## src/rtl/alu_issue_sched.sv

```systemverilog
// Two-requester ALU issue scheduler: round-robin enqueue into a 4-entry FIFO,
// head presented to the ALU and dequeued whenever the pipeline is not stalled.
module alu_issue_sched (
   input  logic        clk,
   input  logic        rst,
   input  logic        flush,
   input  logic        req0_valid,
   input  logic [21:0] req0_instr,
   output logic        req0_ready,
   input  logic        req1_valid,
   input  logic [21:0] req1_instr,
   output logic        req1_ready,
   input  logic        stall,
   output logic [4:0]  alu_src1,
   output logic [4:0]  alu_src2,
   output logic [4:0]  alu_dest,
   output logic [6:0]  alu_opcode,
   output logic        alu_valid,
   output logic        issue_id,
   output logic [2:0]  q_count,
   output logic        idle,
   output logic [7:0]  issued0_cnt,
   output logic [7:0]  issued1_cnt
);

   logic [21:0] instr_q [4];
   logic [21:0] instr_d [4];
   logic [3:0]  tag_q, tag_d;
   logic [1:0]  wr_ptr_q, wr_ptr_d;
   logic [1:0]  rd_ptr_q, rd_ptr_d;
   logic [2:0]  cnt_q, cnt_d;
   logic        rr_q, rr_d;
   logic [7:0]  cnt0_q, cnt0_d;
   logic [7:0]  cnt1_q, cnt1_d;
   logic        s1_occ_q, s1_occ_d;
   logic        s2_occ_q, s2_occ_d;

   logic        gnt_id;
   logic        enq;
   logic        issue;
   logic [21:0] gnt_instr;
   logic [21:0] head;

   // Grant goes to rr only on contention; a lone requester always wins.
   always_comb begin
      gnt_id    = (req0_valid && req1_valid) ? rr_q : req1_valid;
      gnt_instr = gnt_id ? req1_instr : req0_instr;
      enq       = (req0_valid || req1_valid) && rst && !flush && (cnt_q != 3'd4);
      req0_ready = enq && !gnt_id;
      req1_ready = enq && gnt_id;
   end

   always_comb begin
      head       = instr_q[rd_ptr_q];
      alu_opcode = head[21:15];
      alu_dest   = head[14:10];
      alu_src2   = head[9:5];
      alu_src1   = head[4:0];
      issue_id   = tag_q[rd_ptr_q];
      alu_valid  = rst && !flush && (cnt_q != 3'd0);
      issue      = alu_valid && !stall;
      q_count    = cnt_q;
      idle       = (cnt_q == 3'd0) && !s1_occ_q && !s2_occ_q;
      issued0_cnt = cnt0_q;
      issued1_cnt = cnt1_q;
   end

   always_comb begin
      instr_d  = instr_q;
      tag_d    = tag_q;
      wr_ptr_d = wr_ptr_q;
      rd_ptr_d = rd_ptr_q;
      cnt_d    = cnt_q;
      rr_d     = rr_q;
      cnt0_d   = cnt0_q;
      cnt1_d   = cnt1_q;

      if (enq) begin
         instr_d[wr_ptr_q] = gnt_instr;
         tag_d[wr_ptr_q]   = gnt_id;
         wr_ptr_d          = wr_ptr_q + 2'd1;
         rr_d              = !gnt_id;
      end

      if (issue) begin
         rd_ptr_d = rd_ptr_q + 2'd1;
         if (tag_q[rd_ptr_q]) cnt1_d = cnt1_q + 8'd1;
         else                 cnt0_d = cnt0_q + 8'd1;
      end

      case ({enq, issue})
         2'b10:   cnt_d = cnt_q + 3'd1;
         2'b01:   cnt_d = cnt_q - 3'd1;
         default: cnt_d = cnt_q;
      endcase

      if (flush) begin
         wr_ptr_d = '0;
         rd_ptr_d = '0;
         cnt_d    = '0;
      end

      // Stalled stage 1 keeps its occupant; the bubble shows up in stage 2.
      if (stall) begin
         s1_occ_d = s1_occ_q;
         s2_occ_d = 1'b0;
      end else begin
         s1_occ_d = issue;
         s2_occ_d = s1_occ_q;
      end
   end

   always_ff @(posedge clk) begin
      if (!rst) begin
         wr_ptr_q <= '0;
         rd_ptr_q <= '0;
         cnt_q    <= '0;
         rr_q     <= 1'b0;
         cnt0_q   <= '0;
         cnt1_q   <= '0;
         s1_occ_q <= 1'b0;
         s2_occ_q <= 1'b0;
      end else begin
         wr_ptr_q <= wr_ptr_d;
         rd_ptr_q <= rd_ptr_d;
         cnt_q    <= cnt_d;
         rr_q     <= rr_d;
         cnt0_q   <= cnt0_d;
         cnt1_q   <= cnt1_d;
         s1_occ_q <= s1_occ_d;
         s2_occ_q <= s2_occ_d;
      end
   end

   // Payload storage needs no reset: q_count alone decides what is valid.
   always_ff @(posedge clk) begin
      instr_q <= instr_d;
      tag_q   <= tag_d;
   end

endmodule

```

## config.mk

```make
export PLATFORM = sky130hd
export DESIGN_NAME = alu_issue_sched
export DESIGN_NICKNAME = d
export VERILOG_FILES = /design/src/rtl/alu_issue_sched.sv
export SDC_FILE = /design/constraint.sdc
export NUM_CORES = 1
export LEC_CHECK = 0
export ABC_CLOCK_PERIOD_IN_PS = 3400
export CAP_MARGIN = 20
export CORE_MARGIN = 3
export CORE_UTILIZATION = 31
export CTS_CLUSTER_DIAMETER = 30
export DETAILED_ROUTE_END_ITERATION = 12
export PLACE_DENSITY_LB_ADDON = 0.05
export SYNTH_ARGS = -nofsm -noshare
export SYNTH_HDL_FRONTEND = slang
export SYNTH_SLANG_ARGS = --single-unit
```

## constraint.sdc

```tcl
create_clock -name clk -period 3.4 [get_ports clk]
set_input_delay 0.34 -clock clk [delete_from_list [all_inputs] [get_ports clk]]
set_output_delay 0.34 -clock clk [all_outputs]
set_load 0.05 [all_outputs]
```

==> results.sh, run 1 <==
export IMPL_outcome="finished, final reports clean"
export IMPL_powerDensity_nw_per_um2=556
export IMPL_clock_fmax_mhz=354
export IMPL_holdBufCountCts=0
export IMPL_grt_max_degree=22
export IMPL_synth_area_leaders="edfxtp_1 (57%), dfxtp_1 (11%), mux4_2 (11%), mux2_2 (5.1%), ha_1 (1.8%)"
export IMPL_synth_ff_type="edfxtp_1"
export IMPL_setup_viol=0
export IMPL_yosysTopAreaCellShare_pct=57.2
export IMPL_synth_largest_area_cell="edfxtp_1"
export IMPL_cts_tree="built"
export IMPL_overflow=0
export IMPL_grt_pass1_wl_mm=16.1
export IMPL_yosysMostFrequentCell="edfxtp_1"
export IMPL_htreeDepth=4
export IMPL_synth_cell_types=36
export IMPL_place_gp_congestion=0.670
export IMPL_final_cells=611
export IMPL_finalHoldViolCount=0
export IMPL_wl_per_cell_um=17.0
export IMPL_end_kind="output port"
export IMPL_period_minus_slack_ps=2820
export IMPL_cp_start_kind="flop"
export IMPL_rsz0062_at_grt="no"
export IMPL_clkTransAtPathRegs_ps=50
export IMPL_yosysWarnings=0
export IMPL_drc=0
export IMPL_cp_data_required_time_ps=3060
export IMPL_track_usage_pct=12.9
export IMPL_hold_depth=2
export IMPL_syn_area_per_cell_um2=16.3
export IMPL_max_slew_margin_rel_pct=64.3
export IMPL_finalSetupTns_ps=0
export IMPL_place_inst=579
export IMPL_viasPerCell=4.73
export IMPL_drv_cap=0
export IMPL_syn_num_nets=355
export IMPL_worstSetupPathType="reg -> out"
export IMPL_cts_setup_buffers=0
export IMPL_cts_root_buf="clkbuf_16"
export IMPL_syn_cell_area_um2=4830
export IMPL_finalNetCount=472
export IMPL_synth_edf_count=92
export IMPL_drtIter0Drc=185
export IMPL_ir_drop_uv=328
export IMPL_wirelength_mm=10.4
export IMPL_die_w_um=131
export IMPL_ys_seq_area_share_pct=68.0
export IMPL_die_area_um2=17100
export IMPL_ys_top_cells_by_count="edfxtp_1 (92), dfxtp_1 (26), mux4_2 (23), mux2_2 (22), nand2_1 (17)"
export IMPL_area_growth_pct=39.6
export IMPL_ant_nets=0
export IMPL_leakage_nw=2.26
export IMPL_synth_async_reset_ratio_pct=0
export IMPL_rr_worst_depth=4
export IMPL_cts_resized_gates=0
export IMPL_path_max_fanout=12
export IMPL_worstMarginPinSlew_ps=533
export IMPL_core_um2=14900
export IMPL_cts_buffers=17
export IMPL_synthCells=297
export IMPL_clockBufferDepth=2
export IMPL_fin_crit_sh_pct=83.1
export IMPL_drv_slew=0
export IMPL_die_height_um=131
export IMPL_start_util_pct=32.5
export IMPL_clk_latency_ps=410
export IMPL_vias=2890
export IMPL_antenna_cells=0
export IMPL_cts_sinks=118
export IMPL_ios=96
export IMPL_placementRows=44
export IMPL_antenna_found_initial=0
export IMPL_port_buffers=95
export IMPL_grt_pass1_vias=2951
export IMPL_dr_pass1_iters=4
export IMPL_yosys_register_bits=118
export IMPL_worst_ep_arrival_time_ps=2480
export IMPL_drive_gt1_share_pct=22.5
export IMPL_finClkSkew_ps=6.51
export IMPL_hp_class="reg -> reg"
export IMPL_final_core_util_pct=45.4
export IMPL_hpwl_mm=7.12
## flip-flops by register name, summed over array words and instances, names as in the netlist
signal	count
s2_occ_q	1
instr_q	88
rr_q	1
s1_occ_q	1
tag_q	4
issued1_cnt	8
rd_ptr_q	2
q_count	3
wr_ptr_q	2
issued0_cnt	8
## cell usage in the layout (no fill, tap or decap), types with 10 or more instances in the layout
cell type / count
nand3_1: 11
buf_4: 16
nand2_1: 17
mux4_2: 23
clkbuf_16: 17
edfxtp_1: 92
inv_1: 10
nor2_1: 13
clkdlybuf4s50_1: 93
dfxtp_1: 25
mux2_2: 22
## layer usage
| metal | up-vias | wire length, µm | GRT usage (%) |
|---|---|---|---|
| met5 | - | 0 | 0 |
| met1 | 1422 | 4680 | 16.7 |
| met2 | 72 | 5080 | 20.1 |
| met4 | 0 | 131 | 4.72 |
| li1 | 1383 | - | - |
| met3 | 13 | 492 | 4.59 |
## where the power goes
part           internal [mW]  total (mW)  switching [mW]
clock                   1.29        1.91           0.615
combinational          0.121       0.253           0.132
sequential              1.59        1.59         0.00610
total                   3.00        3.75           0.754
## worst paths after layout
kind / from / end / slack [ps]
max: rd_ptr_q[0]$_SDFFE_PP0P_ / alu_opcode[6] / 580
min: s1_occ_q$_SDFFE_PN0N_ / s2_occ_q$_SDFF_PP0_ / 450
max reg2reg: rd_ptr_q[0]$_SDFFE_PP0P_ / issued0_cnt[7]$_SDFFE_PN0P_ / 1070
min reg2reg: s1_occ_q$_SDFFE_PN0N_ / s2_occ_q$_SDFF_PP0_ / 450
## logic make-up (layout without fill, tap and decap cells)
logic type,count (synthesis),in the layout,share of synthesized area (%)
buf+inv,23,153,1.97
fa+ha+maj,8,8,2.23
xor+xnor,5,5,0.907
mux,49,49,16.7
simple gates,68,68,7.07
flops,118,118,68.0
compound gates,26,26,3.19
## final cells by class
type                            count  area [µm²]
Timing Repair Buffer              111        1090
Clock inverter                     14         208
Clock buffer                       18         429
Fill cell                        1353        8120
Multi-Input combinational cell    156        1460
Inverter                           10        37.5
Tap cell                          184         230
Sequential cell                   118        3280
## worst max-delay path, cell delays in order, from the launching register on
cell	delay, ps
dfxtp_2	470
buf_4	320
mux4_2	540
clkdlybuf4s50_1	730
## through the flow
step / power (mW) / hold slack [ps] / setup slack [ps] / instance area, µm²
after floorplan: 1.75 / 412 / 820 / 4830
after global placement: 1.87 / 438 / 651 / 6110
after detailed placement: 1.88 / 442 / 613 / 6110
after CTS: 3.80 / 450 / 498 / 6740
after global routing: 3.89 / 490 / 417 / 6740
final: 3.75 / 447 / 576 / 6740
Note: power is estimated with default switching activity, not from simulation.
==> run 2: changes to the inputs <==
--- a/config.mk
+++ b/config.mk
@@ -5,7 +5,7 @@
 export SDC_FILE = /design/constraint.sdc
 export NUM_CORES = 1
 export LEC_CHECK = 0
-export ABC_CLOCK_PERIOD_IN_PS = 3400
+export ABC_CLOCK_PERIOD_IN_PS = 2300
 export CAP_MARGIN = 20
 export CORE_MARGIN = 3
 export CORE_UTILIZATION = 31
==> constraint.sdc (replaced) <==
create_clock -name clk -period 2.3 [get_ports clk]
set_input_delay 0.23 -clock clk [delete_from_list [all_inputs] [get_ports clk]]
set_output_delay 0.23 -clock clk [all_outputs]
set_load 0.05 [all_outputs]
==> run 2 against run 1 <==
Cell count grew 1.8%. Setup slack worse by 390 ps. Clock power rose by 30%. Largest power group unchanged. Highest routed layer unchanged.
==> results.sh, run 2 (synthesized netlist as in run 1, its figures left out) <==
export IMPL_worstSetupPathType="reg -> out"
export IMPL_end_kind="output port"
export IMPL_finClkSkew_ps=8.40
export IMPL_grt_max_degree=25
export IMPL_final_common_cell="edfxtp_1"
export IMPL_cts_root_buf="clkbuf_16"
export IMPL_viasPerCell=4.83
export IMPL_holdBufCountCts=0
export IMPL_swShare_pct=20.5
export IMPL_finalNetCount=483
export IMPL_path_max_fanout=24
export IMPL_port_buffers=95
export IMPL_placed_area_um2=6530
export IMPL_max_slew_margin_rel_pct=66.1
export IMPL_die_area_um2=17100
export IMPL_powerDensity_nw_per_um2=744
export IMPL_cp_start_kind="flop"
export IMPL_crit_family="multiplexers"
export IMPL_fin_crit_sh_pct=91.8
export IMPL_cts_setup_buffers=0
export IMPL_crit_path_start="rd_ptr_q[0]$_SDFFE_PP0P_"
export IMPL_die_height_um=131
export IMPL_grt_pass1_vias=3081
export IMPL_die_w_um=131
export IMPL_worstMarginPinSlew_ps=507
export IMPL_combPwrFrac_pct=8.4
export IMPL_vias=3002
export IMPL_place_gp_congestion=0.700
export IMPL_holdWs_ps=453
export IMPL_rr_worst_depth=4
export IMPL_drc=0
export IMPL_htreeDepth=4
export IMPL_clkTransAtPathRegs_ps=50
export IMPL_drv_slew=0
export IMPL_wirelength_mm=10.5
export IMPL_grt_pass1_wl_mm=16.4
export IMPL_hpwl_mm=6.99
export IMPL_finalInstanceArea_um2=7110
export IMPL_crit_path_end="alu_opcode[1]"
export IMPL_antenna_cells=0
export IMPL_crit_cells=3
export IMPL_drive_gt1_share_pct=31.3
export IMPL_hp_class="reg -> reg"
export IMPL_critPathBufInv=2
export IMPL_ir_drop_uv=489
export IMPL_antenna_found_initial=0
export IMPL_rsz0062_at_grt="no"
export IMPL_drv_cap=0
export IMPL_worst_ep_arrival_time_ps=1880
export IMPL_track_usage_pct=13.0
export IMPL_final_cell_mix="edfxtp_1 (92), clkdlybuf4s50_1 (68), buf_12 (33)"
export IMPL_period_minus_slack_ps=2110
export IMPL_p_seq_share_pct=44.5
export IMPL_max_stage_delay_ps=620
export IMPL_reg2reg_from="rd_ptr_q[0]$_SDFFE_PP0P_"
export IMPL_start_util_pct=32.5
export IMPL_finalHoldViolCount=0
export IMPL_clock_fmax_mhz=474
export IMPL_drtIter0Drc=148
export IMPL_rrSetupSlack_ps=250
export IMPL_cts_buffers=17
export IMPL_ant_nets=0
export IMPL_p_sw_mw=1.08
export IMPL_top_register="instr_q"
export IMPL_cp_data_required_time_ps=2070
export IMPL_ios=96
export IMPL_placementRows=44
export IMPL_finalSetupTns_ps=0
export IMPL_cts_sinks=118
export IMPL_cts_resized_gates=0
export IMPL_largest_reg_flops=88
export IMPL_clk_latency_ps=410
export IMPL_dr_pass1_iters=4
export IMPL_clockBufferDepth=2
export IMPL_rr_endpoint="issued0_cnt[7]$_SDFFE_PN0P_"
export IMPL_wl_per_cell_um=16.8
export IMPL_crit_chain="buf_6, mux4_2, buf_12"
export IMPL_overflow=0
export IMPL_outcome="finished, final reports clean"
export IMPL_leakage_nw=2.45
export IMPL_clock_power_share_pct=47.1
export IMPL_cts_tree="built"
export IMPL_internal_power_mw=4.20
export IMPL_slowest_stage="mux4_2"
export IMPL_area_growth_pct=47.1
export IMPL_core_um2=14900
export IMPL_setup_viol=0
[run 2: cell types whose count changed in the layout (fill, tap and decap cells not counted), moves of 2 or more]
cell / delta
buf_12: +31
clkdlybuf4s50_1: -25
buf_4: +4
bufinv_16: -4
clkbuf_8: +3
clkinv_2: +3
clkinvlp_4: -3
dfxtp_1: -3
dfxtp_2: +3
clkbuf_1: +2
clkinv_1: -2
[run 2: area by class of cell]
type | instances | area [µm²]
clock buffers | 24 | 503
inverters | 10 | 37.5
flip-flops and latches | 118 | 3290
clock inverters | 8 | 70.1
repair buffers | 122 | 1500
multi-input cells | 156 | 1470
well taps | 184 | 230
fillers | 1279 | 7760
[run 2: how the worst min path moves through the flow]
stage | to | depth (start not counted) | startpoint | slack, ps
after floorplan | s2_occ_q$_SDFF_PP0_ | 1 | stall | 300
after global placement | s2_occ_q$_SDFF_PP0_ | 2 | s1_occ_q$_SDFFE_PN0N_ | 430
after detailed placement | s2_occ_q$_SDFF_PP0_ | 2 | s1_occ_q$_SDFFE_PN0N_ | 440
after CTS | s2_occ_q$_SDFF_PP0_ | 2 | s1_occ_q$_SDFFE_PN0N_ | 450
after global routing | s2_occ_q$_SDFF_PP0_ | 2 | s1_occ_q$_SDFFE_PN0N_ | 490
final | s2_occ_q$_SDFF_PP0_ | 2 | s1_occ_q$_SDFFE_PN0N_ | 450
[run 2: power by group through the flow]
stage	logic (mW)	registers, mW	clock network [mW]
global route	0.473	2.35	2.65
CTS	0.451	2.35	2.56
detailed placement	0.448	2.40	0
floorplan	0.195	2.40	0
global placement	0.444	2.39	0
finish	0.442	2.35	2.49
[run 2: stage by stage]
step	power (mW)	std cells	setup WS, ps	utilization (%)
global route	5.48	622	71.6	47.8
CTS	5.36	622	1.66	47.8
finish	5.29	622	189	47.8
floorplan	2.59	297	27.0	-
global placement	2.84	590	-25.0	43.9
detailed placement	2.84	590	-97.7	43.9
[run 2: metal layers]
layer	wire length (µm)	up-vias	track usage (%)
met5	0	-	0
met4	116	0	4.36
met3	496	8	4.47
met2	5200	81	20.9
met1	4650	1510	16.5
li1	-	1403	-
[run 2: worst reg2reg max path, cell delays in order, from the launching register on]
cell and delay [ps]:
dfxtp_2 340, mux4_2 530, or4_4 450, or4_1 520, a21oi_1 150
==> edit 1, RTL diff (settings of run 1) <==
Reset style: asynchronous (`rst`), changed in one clocked block.
--- a/src/rtl/alu_issue_sched.sv
+++ b/src/rtl/alu_issue_sched.sv
@@ -110,7 +110,7 @@
       end
    end
 
-   always_ff @(posedge clk) begin
+   always_ff @(posedge clk or negedge rst) begin
       if (!rst) begin
          wr_ptr_q <= '0;
          rd_ptr_q <= '0;
Behaviour: differs if rst is asserted again (counterexample within 4 cycles, from zero or initial values and one cycle with rst low); with rst held inactive, the same outputs for 4 cycles.
==> edit 1 against run 1 <==
Register-to-register slack got worse by 0.07 ns; worst setup slack worse by 0.19 ns; critical path depth unchanged; core utilization decreased by 0.89 points; synthesized area is 2.2% higher; design area rose by 1.4%; maximum frequency decreased by 6.3%; wire length is 3.1% lower; sequential cell count is the same; largest cell class unchanged.
Power is not compared: it rests on default switching activity, and its combinational part moved more than twofold at a synthesized area within 25%.
==> edit 1: results (changes against run 1) <==
* Max VDD drop at ~330 uV
* Status: finished, final reports clean
* Clock buffer depth at 2 (unchanged)
* Clk tree area frac at 0.0833 (-0.0112)
* Buffering overhead at 0.163 (+0.00110)
* # fillers at 1367 (+1.0%)
* Final Skew at 0.00792 ns (+0.00141 ns)
* Syn Nets at 328 (-7.6%)
* Pre-CTS setup slack at 0.559 ns (-0.0544 ns)
* Xor/xnor share of the synthesized area at 0.0319 (+0.0229)
* Num Clock Sinks at 118 (unchanged)
* Mux contribution to synthesized area at 0.168 (+0.000715)
* Global routing usage on met2 at 0.201 (+0.000714)
* Synth warn at 0 (unchanged)
* Worst path slowest cell: dfrtp_2
* R2R setup slack at 1.00 ns (-0.07 ns)
* Synth top area cells: edfxtp_1 (56%), dfrtp_1 (13%), mux4_2 (10%), mux2_2 (5.5%), xnor2_1 (2.7%)
* Clock power frac at 0.383
* Met3 WL at 475 microns (-3.5%)
* FF-to-FF Start: q_count[1]
* M1 wire length at 4400 microns (-5.9%)
* Clock Latency Late Sink at 0.40 ns
* Clock buf count at 19 (+1)
* Hold_ws at 0.193 ns (-0.254 ns)
* Final cell count without fillers at 612 (+0.16%)
* Met3 GRT Util at 0.0420 (-0.00395)
* Critical path arrival at 2.67 ns (+0.19 ns)
* Avg Cell Area, Syn at 18.2 sq um (+12%)
* Largest net degree at the start of global routing at 20 (-9.1%)
* Top post-synthesis cells by count: edfxtp_1 (92), dfrtp_1 (26), mux2_2 (24)
* Multi-input combinational area share at 0.213 (-0.00404)
* Adder-Cell Fraction of Synth Area at 0.0193 (-0.00301)
* 1st-iter DRT viols at 144 (-22%)
* Gr usage total at 0.124 (-0.00462)
* RePlAce Congestion at 0.740 (+11%)
* Synth async-reset ratio at 0.220 (+0.220)
* Worst slew margin at 0.583 (-0.0601)
* Count of different cell masters after synthesis at 36 (unchanged)
* Logic inverters at 5 (-5)
* First-pass GRT wire length at 16400 microns (+1.8%)
* Multi-In Gates at 136 (-13%)
* R2r endpoint: q_count[2]
* Share of layout cells above drive strength 1 at 0.239 (+0.0146)
* Via count of the first global-routing pass at 3030 (+2.7%)
* CP max FO at 17 (+5)
* Met1 Usage GRT at 0.153 (-0.0137)
* Placed insts at 581 (+0.35%)
* Post-DP HPWL at 6960 microns (-2.2%)
* Number of flops mapped to enable cells by yosys at 92 (unchanged)
* Sequential fraction of the synthesis area at 0.691 (+0.0117)
* DR WL/cell at 16.4 microns (-3.2%)
* Vias at 2762 (-4.4%)
* Layout Nets at 446 (-5.5%)
* Post-synthesis compound-gate area fraction at 0.00887 (-0.0230)
* Seq. cell area at 0.00341 sq mm (+4.0%)
* Area share of the largest cell type after synthesis at 0.560 (-0.0123)
[edit 1: stage by stage]
| stage | power [uW] | util |
|---|---|---|
| final | 4460 | 0.445 |
| after floorplan | 2420 | - |
| after CTS | 4540 | 0.445 |
| after detailed placement | 2800 | 0.408 |
| after global routing | 4670 | 0.445 |
| after global placement | 2800 | 0.408 |
[edit 1: worst max-delay path by stage]
| stage | cells past startpoint | startpoint | to | slack (ns) |
|---|---|---|---|---|
| 2_1_floorplan | 9 | q_count[0] | q_count[2] | 0.77 |
| 3_3_place_gp | 10 | rst | q_count[2] | 0.65 |
| 3_5_place_dp | 10 | rst | q_count[2] | 0.56 |
| 4_1_cts | 3 | rd_ptr_q[0] | alu_opcode[1] | 0.30 |
| 5_1_grt | 3 | rd_ptr_q[0] | alu_opcode[2] | 0.22 |
| 6_report | 3 | rd_ptr_q[0] | alu_opcode[1] | 0.39 |
==> edit 2, RTL diff (settings of run 1) <==
Made on the original files. Register the output `issued0_cnt`, without a reset; this adds one clock of latency there. The other outputs are not delayed to match.
--- a/src/rtl/alu_issue_sched.sv
+++ b/src/rtl/alu_issue_sched.sv
@@ -22,6 +22,8 @@
    output logic [7:0]  issued0_cnt,
    output logic [7:0]  issued1_cnt
 );
+
+   logic [7:0] issued0_cnt_d;
 
    logic [21:0] instr_q [4];
    logic [21:0] instr_d [4];
@@ -61,7 +63,7 @@
       issue      = alu_valid && !stall;
       q_count    = cnt_q;
       idle       = (cnt_q == 3'd0) && !s1_occ_q && !s2_occ_q;
-      issued0_cnt = cnt0_q;
+      issued0_cnt_d = cnt0_q;
       issued1_cnt = cnt1_q;
    end
 
@@ -138,5 +140,9 @@
       tag_q   <= tag_d;
    end
 
+   always_ff @(posedge clk) begin
+      issued0_cnt <= issued0_cnt_d;
+   end
+
 endmodule
 
Function: changed (Yosys sat finds a counterexample within 4 cycles, from zero or initial values and one cycle with rst low).
==> edit 2 against run 1 <==
Power up 4.5%; clock skew grew 0.0019 ns; worst setup slack worse by 0.10 ns; synthesized area rose by 3.7%; design area increased by 3.3%; wire length rose by 2.9%; core utilization shrank 0.37 points; sequential cell count up 8; largest cell class unchanged.
==> edit 2: results (changes against run 1) <==
* Status: finished, final reports clean
* Sequential power at 1680 uW (+6%)
* Gr usage total at 0.125 (-0.00375)
* Max reg flops at 88 (unchanged)
* Clock power frac at 0.506 (-0.002)
* # fillers at 1386 (+2.4%)
* 1st-iter DRT viols at 166 (-10%)
* 1st-pass router iterations at 4 (unchanged)
* Final Skew at 0.00843 ns (+0.00192 ns)
* Share of layout cells above drive strength 1 at 0.225 (-0.000287)
* Hold_ws at 0.372 ns (-0.0752 ns)
* Post-DP HPWL at 7190 microns (+1.0%)
* Worst R2R Path Depth at 4 (unchanged)
* Final cell count without fillers at 643 (+5.2%)
* Min-Delay Path Class: reg2reg
* Number of port buffers at 95 (unchanged)
* Count of different cell masters after synthesis at 38 (+5.6%)
* Clock Latency Late Sink at 0.41 ns (about the same)
* Clock transition at the registers of the reported paths at 0.06 ns
* Worst hold path depth at 0 (-2)
* Syn Nets at 361 (+1.7%)
* Root buf cell: clkbuf_16
* Max VDD drop at 327 uV (-0.40%)
* Seq pwr share at 0.430 (+0.006)
* Via count of the first global-routing pass at 3060 (+3.7%)
* Pint at 3150 uW (+5.2%)
* Largest net degree at the start of global routing at 24 (+9.1%)
* Drt drc at 0 (unchanged)
* Ant diodes at 0 (unchanged)
* RePlAce Congestion at 0.721 (+7.6%)
* Avg Cell Area, Syn at 16.5 sq um (+1.7%)
* Top post-synthesis cells by count: edfxtp_1 (92), dfxtp_1 (34), mux2_2 (22), mux4_2 (22), nand2_1 (16)
* Layout Nets at 477 (+1.1%)
* Fin worst setup slack at 0.474 ns (-0.101 ns)
* Lkg Pwr at 0.00236 uW (+4.6%)
* Placed insts at 611 (+5.5%)
* Multi-input gate area at 0.00149 sq mm (+1.6%)
* Largest Register: instr_q
* Tightest Pin Transition at 0.745 ns (+0.212 ns)
* R2R setup slack at 0.92 ns (-0.15 ns)
* Drt via density at 4.59 (-2.9%)
* Pre-CTS setup slack at 0.568 ns (-0.0456 ns)
* Number of gates resized after cts at 0 (unchanged)
* Synthesized area at 0.00501 sq mm (+3.7%)
* Sequential fraction of the synthesis area at 0.687 (+0.00752)
* Synth top area cells: edfxtp_1 (55%), dfxtp_1 (14%), mux4_2 (9.9%), mux2_2 (4.9%), ha_1 (1.7%)
* Critical path arrival at 2.59 ns (+0.11 ns)
* First-pass GRT wire length at 16700 microns (+3.9%)
* CP max FO at 12 (unchanged)
* Final wirelength at 10700 microns (+2.9%)
[edit 2: layout make-up]
cell class                 instances  area share
clock buffer                      21      0.0675
clock inverter                    11      0.0268
inverter                           9     0.00485
multi-input combinational        155       0.214
sequential                       126       0.494
tap                              211      0.0379
timing repair buffer             110       0.155
[edit 2: stage by stage]
stage | area [sq um] | util
after floorplan | 5010 | -
after global placement | 6310 | 0.408
after detailed placement | 6310 | 0.408
after CTS | 6970 | 0.450
after global routing | 6970 | 0.450
final | 6970 | 0.450
[edit 2: path summary, 6_finish.rpt]
kind                             startpoint              to
worst max-delay path            rd_ptr_q[0]   alu_opcode[6]
worst min-delay path              cnt0_q[7]  issued0_cnt[7]
worst max register to register  rd_ptr_q[0]       cnt0_q[7]
worst min register to register    cnt0_q[7]  issued0_cnt[7]
[edit 2: cell families (layout without fill, tap and decap cells)]
logic type,Yosys count,in the layout,synth area share
flip-flops,126,126,0.687
AND/OR/NAND/NOR,68,68,0.0674
AO/OA/AOI/OAI,22,22,0.0295
adder cells (fa/ha/maj),8,8,0.0215
XOR/XNOR,5,5,0.00874
buffers and inverters,22,151,0.0182
multiplexers,52,52,0.168
[edit 2: worst register-to-register path, delay by kind of cell, from the launching register on]
family / cells / cell delay (ns)
AND/OR/NAND/NOR: 2 / 1.15
multiplexers: 1 / 0.62
flip-flops: 1 / 0.51
AO/OA/AOI/OAI: 1 / 0.14
[edit 2: metal layers]
layer,wire length [microns],global-route usage,share of wire,up-vias
li1,-,-,-,1398
met1,4890,0.163,0.46,1473
met2,5100,0.194,0.48,71
met3,536,0.0438,0.050,10
met4,140,0.0463,0.013,0
met5,0,0,0,-
